--- src/rtl/temporizador_param.sv ---
// rtl/temporizador_param.sv - one-shot/periodic timer with shadowed terminal count and early warning
module temporizador_param #(
  parameter int               WIDTH      = 16,
  parameter logic [WIDTH-1:0] DEFAULT_TC = WIDTH'(16'hFDE8),
  parameter int               LEAD       = 1
) (
  input  logic             clk,
  input  logic             rst,
  input  logic             enable,
  input  logic             start,
  input  logic             stop,
  input  logic             mode,
  input  logic [WIDTH-1:0] tc_in,
  input  logic             tc_load,
  output logic [WIDTH-1:0] cuenta,
  output logic             tiempo,
  output logic             tx_done,
  output logic             busy,
  output logic             done
);

  typedef enum logic [1:0] {IDLE, RUN, DONE} state_t;

  localparam logic [WIDTH-1:0] LEAD_V = WIDTH'(LEAD);

  state_t           state, state_n;
  logic [WIDTH-1:0] cuenta_n;
  logic [WIDTH-1:0] tc_shadow;
  logic [WIDTH-1:0] active_tc, active_tc_n;
  logic [WIDTH-1:0] tc_sel;
  logic             mode_act, mode_act_n;
  logic             terminal;

  // A load in the same cycle as start/reload wins over the stale shadow value
  assign tc_sel   = tc_load ? tc_in : tc_shadow;
  assign terminal = (state == RUN) && (cuenta == active_tc);

  assign tiempo  = terminal;
  assign tx_done = (state == RUN) && (active_tc >= LEAD_V) && (cuenta == active_tc - LEAD_V);
  assign busy    = (state == RUN);
  assign done    = (state == DONE);

  always_comb begin
    state_n     = state;
    cuenta_n    = cuenta;
    active_tc_n = active_tc;
    mode_act_n  = mode_act;
    if (stop) begin
      state_n  = IDLE;
      cuenta_n = '0;
    end else if (start) begin
      state_n     = RUN;
      cuenta_n    = '0;
      mode_act_n  = mode;
      active_tc_n = tc_sel;
    end else begin
      case (state)
        RUN: begin
          // Terminal cycle always ends the period, even with enable low
          if (terminal) begin
            if (mode_act) begin
              cuenta_n    = '0;
              active_tc_n = tc_sel;
            end else begin
              state_n = DONE;
            end
          end else if (enable) begin
            cuenta_n = cuenta + WIDTH'(1);
          end
        end
        IDLE:    state_n = IDLE;
        DONE:    state_n = DONE;
        default: state_n = IDLE;
      endcase
    end
  end

  always_ff @(posedge clk) begin
    if (rst) begin
      state     <= IDLE;
      cuenta    <= '0;
      tc_shadow <= DEFAULT_TC;
      active_tc <= DEFAULT_TC;
      mode_act  <= 1'b0;
    end else begin
      state     <= state_n;
      cuenta    <= cuenta_n;
      active_tc <= active_tc_n;
      mode_act  <= mode_act_n;
      if (tc_load) begin
        tc_shadow <= tc_in;
      end
    end
  end

endmodule

--- config.mk ---
export PLATFORM = sky130hd
export DESIGN_NAME = temporizador_param
export DESIGN_NICKNAME = d
export VERILOG_FILES = /design/src/rtl/temporizador_param.sv
export SDC_FILE = /design/constraint.sdc
export NUM_CORES = 1
export LEC_CHECK = 0
export CAP_MARGIN = 20
export CELL_PAD_IN_SITES_DETAIL_PLACEMENT = 2
export CELL_PAD_IN_SITES_GLOBAL_PLACEMENT = 2
export CORE_ASPECT_RATIO = 1.75
export CORE_MARGIN = 1.5
export CORE_UTILIZATION = 36
export DETAILED_ROUTE_END_ITERATION = 8
export PLACE_DENSITY_LB_ADDON = 0.1
export SYNTH_ARGS = -nofsm -noshare
export SYNTH_HDL_FRONTEND = slang
export SYNTH_SLANG_ARGS = --single-unit
--- constraint.sdc ---
create_clock -name clk -period 6.8 [get_ports clk]
set_input_delay 1.36 -clock clk [delete_from_list [all_inputs] [get_ports clk]]
set_output_delay 1.36 -clock clk [all_outputs]
set_load 0.01 [all_outputs]
**Word level (Yosys, flattened, before mapping)**

Index checks and enable logic that the tools add are counted.
W data, S select, Z words.

- Register bits after elaboration: 51
- Input port bits: 23
- Output and inout port bits: 20

- Add/sub/neg operators: 2
- Order comparisons: 1
- Equal/unequal tests: 9
- Muxes and demuxes: 12
- Bitwise logic cells: 1
- Reductions and logical operators: 14

Operator list:

| cell | number |
|---|---|
| $mux W16 | 8 |
| $eq A16 B16 Y1 | 2 |
| $add A16 B1 Y16 const B | 1 |
| $ge A16 B1 Y1 const B | 1 |
| $sub A16 B1 Y16 const B | 1 |
| $reduce_bool A2 Y1 | 4 |
| $ne A3 B3 Y1 const B | 2 |
| $reduce_and A2 Y1 | 3 |
| $mux W2 | 2 |
| $ne A2 B2 Y1 const B | 2 |
| $pmux W2 S2 | 1 |
| $reduce_and A4 Y1 | 1 |
| $logic_and A1 B1 Y1 | 3 |
| $reduce_and A3 Y1 | 1 |
| $reduce_or A3 Y1 | 1 |
| $eq A2 B1 Y1 const B | 1 |
| $eq A2 B2 Y1 const B | 1 |
| $ne A2 B1 Y1 const B | 1 |
| $reduce_or A2 Y1 | 1 |
| $mux W1 | 1 |
| $not A1 Y1 | 1 |

**Depth between registers and ports, before layout**

Gate-level depths: netlist of run 1.

- Word-level depth: 5
- Mapped depth: 9

**Least setup slack after synthesis of run 1**

Ideal clock, no wire load.

- Kind: reg-to-output
- Start: reg active_tc[1]
- End: out tx_done
- Arrival time: 2043 ps
- Path slack: 3397 ps
- Cell stages (with the launch flop): 7
- Path through: dfxtp_1 -> inv_1 -> ha_1 -> nor3b_1 -> nand3b_4 -> or4b_1 -> a221oi_2

- Cells in the longest elaborated chain, start to end: 3
- Elaborated cells on any way between the ends: 5

RTL lines:

| what | RTL line | source |
|---|---|---|
| start, declared | 29 | `logic [WIDTH-1:0] active_tc, active_tc_n;` |
| start signal, assigned | 88 | `active_tc <= active_tc_n;` |
| $sub A16 B1 Y16 or $ge A16 B1 Y1 (tied branches) | 39 | `assign tx_done = (state == RUN) && (active_tc >= LEAD_V) && (cuenta == active_tc - LEAD_V);` |
| $eq A16 B16 Y1 or $logic_and A1 B1 Y1 (tied branches) | 39 |  |
| $logic_and A1 B1 Y1 * | 39 |  |
| end, declared | 17 | `output logic tx_done,` |

Mark *: on every way between the ends. The rest lies on a longest branch, timed or not.

**Worst setup path in the final report of run 1**

Same ends and word-level chain as after synthesis.

==> metrics, run 1 <==
outcome finished clean; Area contributors post-synth dfxtp_1, xor2_1, mux2_4; CP required 5.44 ns; overall power approximately 660 uW; Port Buf Inserts 42; Avg Inst Size Synth just over 9 sq um; asr flop ratio synth 0%; Area after DPL 3430 sq um; first-pass GRT wire length 14100 um; Design Area, Final roughly 3600 sq um; detailed placement HPWL 6500 um; post-synth net total 353; Setup crit end kind output pin; setup violators final 0; maxcap violations 0; cell row count 43; Leak approximately 0.0013 uW; CTS sink count 51; clock root buffer master clkbuf_16; Worst-path clk slew 0.07 ns; worst reg-to-reg setup slack 3.86 ns; Clock Latency Late Sink roughly 0.30 ns; Reg2Reg Depth 6; GPL Wtd Cong 0.921; initial antenna violation count 0; Rel. slew slack between 20% and 30%; via/cell ratio about 5.6; Slew @ Worst Pin about 1.1 ns; num ports 43; mapped cell area 2980 sq um; area of the core 7960 sq um; PD cells 184 nW/um^2; most common cell in the netlist dfxtp_1; Crit Path Category reg -> out; cell taking the most area after synthesis dfxtp_1; Hold Crit Class reg -> reg; antenna cells 0; clock buffer depth 2; Starting Density a little under two fifths; critical path peak fanout 7; 1st-iter DRT viols 52; Setup crit start active_tc[1]; CTS tree done; Synth top area share between 30 and 40%; CTS Buf Count 5; Nets 384; Max IR drop VDD ~0.15 mV; Seq cells post-synth 51; Ys Warns 0; final hold vios 0; min Tclk post-route about 4.5 ns; vias in the first global route between 2000 and 3000; DRT Wirelength 8410 um; fin worst setup slack ~2.3 ns; number of synthesized flops with an enable pin 0; r2r endpoint cuenta[4]; via count about 2500; count of different cell masters after synthesis 57; post-CTS setup buffer count 0; Main synth FF type dfxtp_1; Chip Height 123 um; startpoint types flip-flop; sequential share of the synthesized area 34.2%; ANT nets after route 0; die area ~8900 sq um; Post-CTS Resized 0; synthesis-to-layout area growth 20.2%; commonest cells in the netlist dfxtp_1, nor2_1, xor2_1; setup tns final 0 ns; final worst-path cycle share 66.0%; RR Startpoint cuenta[3]; drt pass-1 iters 6; largest net degree at the start of global routing 37; CP arrival 3.12 ns; post-route clock skew 0.00242 ns; f_max 0.223 GHz; Die X-Extent 71.8 um; post-placement worst setup slack approximately 2.6 ns; Post-CTS Hold Buffers 0; max-slew violation count 0; CTS H-tree lvls 2; layout cells sized above 1 between 10% and 20%; wire per inst between 15 and 20 um; crit path to tx_done; Mapped Cells 325; total grt overflow 0; RSZ-0062 raised after global routing false; DRC 0; GRT Util Overall about a fifth
[through the flow]
step	hold WS [ns]	util [%]	cells
floorplan	0.468	-	325
global placement	0.513	43.1	439
detailed placement	0.519	43.1	439
CTS	0.535	45.0	447
global route	0.557	45.0	447
finish	0.522	45.0	447
[where the power goes]
| group | switching (uW) | leakage [uW] | total (uW) | internal [uW] |
|---|---|---|---|---|
| Sequential | 11.2 | 0.000418 | 322 | 310 |
| Clock | 124 | 0.0000723 | 264 | 141 |
| Combinational | 33.8 | 0.000816 | 73.2 | 39.5 |
[worst max-delay path: stages, from the launching register on]
cell             delay, ns
dfxtp_1               0.36
inv_1                 0.12
ha_1                  0.32
nor3b_1               0.51
nand3b_4              0.14
or4b_1                0.51
a221oi_2              0.29
clkdlybuf4s50_1       0.57
[how the worst min path moves through the flow]
stage | startpoint | endpoint | slack [ns] | cells after the start
floorplan | tc_shadow[0] | tc_shadow[0] | 0.47 | 2
global placement | tc_shadow[4] | tc_shadow[4] | 0.51 | 2
detailed placement | tc_shadow[2] | tc_shadow[2] | 0.52 | 2
CTS | tc_shadow[4] | tc_shadow[4] | 0.53 | 2
global route | tc_shadow[4] | tc_shadow[4] | 0.56 | 2
finish | tc_shadow[4] | tc_shadow[4] | 0.52 | 2
[logic make-up after synthesis]
logic type	count (synthesis)	share of synthesized area (%)
AND/OR/NAND/NOR	125	25.1
AO/OA/AOI/OAI	58	14.4
flip-flops	51	34.2
buffers and inverters	30	4.45
XOR/XNOR	29	8.52
multiplexers	27	11.2
adder cells (fa/ha/maj)	5	2.10
[per-layer routing]
metal	vias to the layer above	wire [um]	GRT usage (%)
met4	0	280	9.08
li1	1224	-	-
met5	-	0	0
met1	1246	3350	22.6
met2	38	4640	38.5
met3	16	144	2.44
[cell type report]
cell class	instances	area [sq um]
clock buffer	5	125
clock inverter	3	27.5
fill	879	4380
inverter	11	41.3
multi-input combinational	244	1830
sequential	51	1020
tap	90	113
timing repair buffer	43	428
[flip-flops by register name, summed over array words and instances, names as in the netlist]
register,flops
active_tc,16
cuenta,16
mode_act,1
state,2
tc_shadow,16
[cells in the final DEF (no fill, tap or decap), drive strengths merged, types with 3 or more instances in the layout]
cell type      instances
nand2                 11
mux2                  19
nor3                   9
a31o                   3
nand4                  5
nand3                  7
nor2b                 15
or4                    3
ha                     5
a211o                 12
nand3b                 4
xnor2                  8
dfxtp                 51
and2                   4
clkbuf                 5
clkdlybuf4s50         42
inv                   13
and3                   7
nor2                  23
xor2                  21
a21oi                 13
or2                   12
nor3b                  5
o21a                   3
o21ai                  7
mux2i                  8
or3                    3
nor4                   8
No activity file was read; power rests on OpenSTA's default activity.
==> run 2, diff against run 1 <==
CORE_UTILIZATION = 30   (was 36)
clock period = 3.93 ns   (was 6.8 ns; I/O delays follow)
==> run 2 against run 1 <==
Global-route usage is 2.7 points lower. Sequential cell count stayed put. Critical endpoint unchanged. Worst hold slack better by 0.011 ns. Wire length is 4.0% higher. Die area is 19% higher. Combinational power is 76% higher. Register-to-register slack worse by 2.6 ns. Largest power group unchanged.
==> metrics, run 2 (synthesis gave the netlist of run 1 again) <==
outcome finished clean; worst reg-to-reg setup slack roughly 1.2 ns; num ports 43; min Tclk post-route 3.75 ns; startpoint types flip-flop; # fillers 1084; synthesis-to-layout area growth 24.2%; die area 10600 sq um; source of the worst hold timing path tc_shadow[9]; via/cell ratio around 5.2; GPL Wtd Cong 0.795; clock root buffer master clkbuf_16; combinational share of power 10.9%; Crit Path Category reg -> out; drt pass-1 iters 4; Seq pwr share between 40 and 50%; Sw Pwr 283 uW; commonest non-fill, non-tap cells in the layout dfxtp_1, clkdlybuf4s50_1, nor2_1; post-placement worst setup slack 0.419 ns; Sw Share between 20% and 30%; total grt overflow 0; Crit path max-delay family simple AND/OR/NAND/NOR gates; CTS Buf Count 5; vias in the first global route 2733; Largest regs active_tc x16, cuenta x16, tc_shadow x16; cell row count 48; antenna cells 0; DRC 0; Layout Utilization 37.9%; Setup crit start active_tc[2]; final worst-path cycle share 95.4%; critical path peak fanout 9; Max IR drop VDD 0.243 mV; Crit path largest cell delay 0.62 ns; PD cells 320 nW/um^2; Clk pwr share ~42%; maxcap violations 0; Starting Density 30.5%; Die X-Extent 78.4 um; DRT Wirelength 8750 um; Worst-path clk slew 0.07 ns; overall power 1190 uW; wire per inst 18.0 um; fin worst setup slack approximately 0.18 ns; max-slew violation count 0; CTS sink count 51; via count 2525; first-pass GRT wire length about 15000 um; crit path to tx_done; Chip Height ~130 um; Reg2Reg Depth 7; Buffers & Inverters on Critical Path 1; Critical-path top delay cell or4_4; Setup crit end kind output pin; cell breakdown of the critical path or4_4 -> nor4_2 -> xor2_1 -> nor4_1 -> o2111ai_1 -> a221oi_2 -> clkdlybuf4s50_1; CP required 3.14 ns; RR Startpoint cuenta[10]; Port Buf Inserts 42; post-route clock skew 0.00367 ns; largest net degree at the start of global routing 36; Worst path depth 7; Nets 390; Power Internal slightly above 900 uW; f_max 0.267 GHz; area of the core 9790 sq um; GRT Util Overall 17.8%; Hold Crit Class reg -> reg; Hold Slack 0.533 ns; 1st-iter DRT viols 63; Leak 0.00135 uW; Clock Latency Late Sink 0.30 ns; r2r endpoint active_tc[2]; layout cells sized above 1 17.1%; clock buffer depth 2; setup violators final 0; CTS tree done; CP arrival 2.96 ns; Slew @ Worst Pin 1.01 ns; most common cell after layout, fill and taps aside dfxtp_1; detailed placement HPWL around 6800 um; initial antenna violation count 0; ANT nets after route 0; Rel. slew slack 32.4%; final hold vios 0; CTS H-tree lvls 2
## run 2: worst min path at each step
stage	endpoint	slack (ns)	cells after the start
after floorplan	tc_shadow[0]	0.47	2
after global placement	tc_shadow[9]	0.50	2
after detailed placement	tc_shadow[9]	0.54	2
after CTS	tc_shadow[9]	0.55	2
after global routing	tc_shadow[9]	0.58	2
final	tc_shadow[9]	0.53	2
## run 2: routing by layer
layer / GRT usage, % / part of all wire [%] / vias up / wire length (um)
met4: 7.54 / 3.2 / 0 / 284
met2: 33.0 / 55 / 38 / 4810
met1: 20.0 / 40 / 1241 / 3500
met5: 0 / 0 / - / 0
li1: - / - / 1232 / -
met3: 2.30 / 1.8 / 14 / 158
## run 2: metrics by stage
step / std cells / instance area (sq um) / TNS (ns)
2_1_floorplan: 325 / 2980 / 0
3_3_place_gp: 480 / 3520 / 0
3_5_place_dp: 480 / 3520 / 0
4_1_cts: 487 / 3680 / 0
5_1_grt: 487 / 3710 / -0.00377
6_report: 487 / 3710 / 0
## run 2: worst register-to-register path: cells and delay by family (launching register included)
| kind | cells | cell delay (ns) |
|---|---|---|
| and+or+nand+nor | 3 | 0.58 |
| AOI/OAI and AO/OA | 1 | 0.50 |
| DFF | 1 | 0.47 |
| xor gates and xnor gates | 1 | 0.42 |
| muxes | 1 | 0.41 |
| buffers and inverters | 1 | 0.21 |
## run 2: power by group through the flow
stage / clock network, uW / registers (uW) / logic, uW
final: 502 / 556 / 129
after global routing: 537 / 560 / 143
after CTS: 516 / 556 / 132
after detailed placement: 0 / 568 / 131
after global placement: 0 / 567 / 128
after floorplan: 0 / 559 / 87.2
## run 2: cell type report
cell class                 instances  area [sq um]  share of cell area [%]
clock buffer                       5           125                    3.38
clock inverter                     2          37.5                    1.01
inverter                          11          41.3                    1.11
multi-input combinational        244          1850                    49.9
sequential                        51          1020                    27.6
tap                              125           156                    4.22
timing repair buffer              49           473                    12.8
## run 2: repair_timing
action	in CTS	in global routing
hold buffers	0	0
gates resized for setup	0	5
endpoints found under the setup margin	0	1
setup buffers	0	0
==> run 3, diff against run 2 <==
SKIP_CTS_REPAIR_TIMING = 1   (was unset)
==> results of run 3 <==
No change in the layout: final DEF, timing and power equal those of run 2.
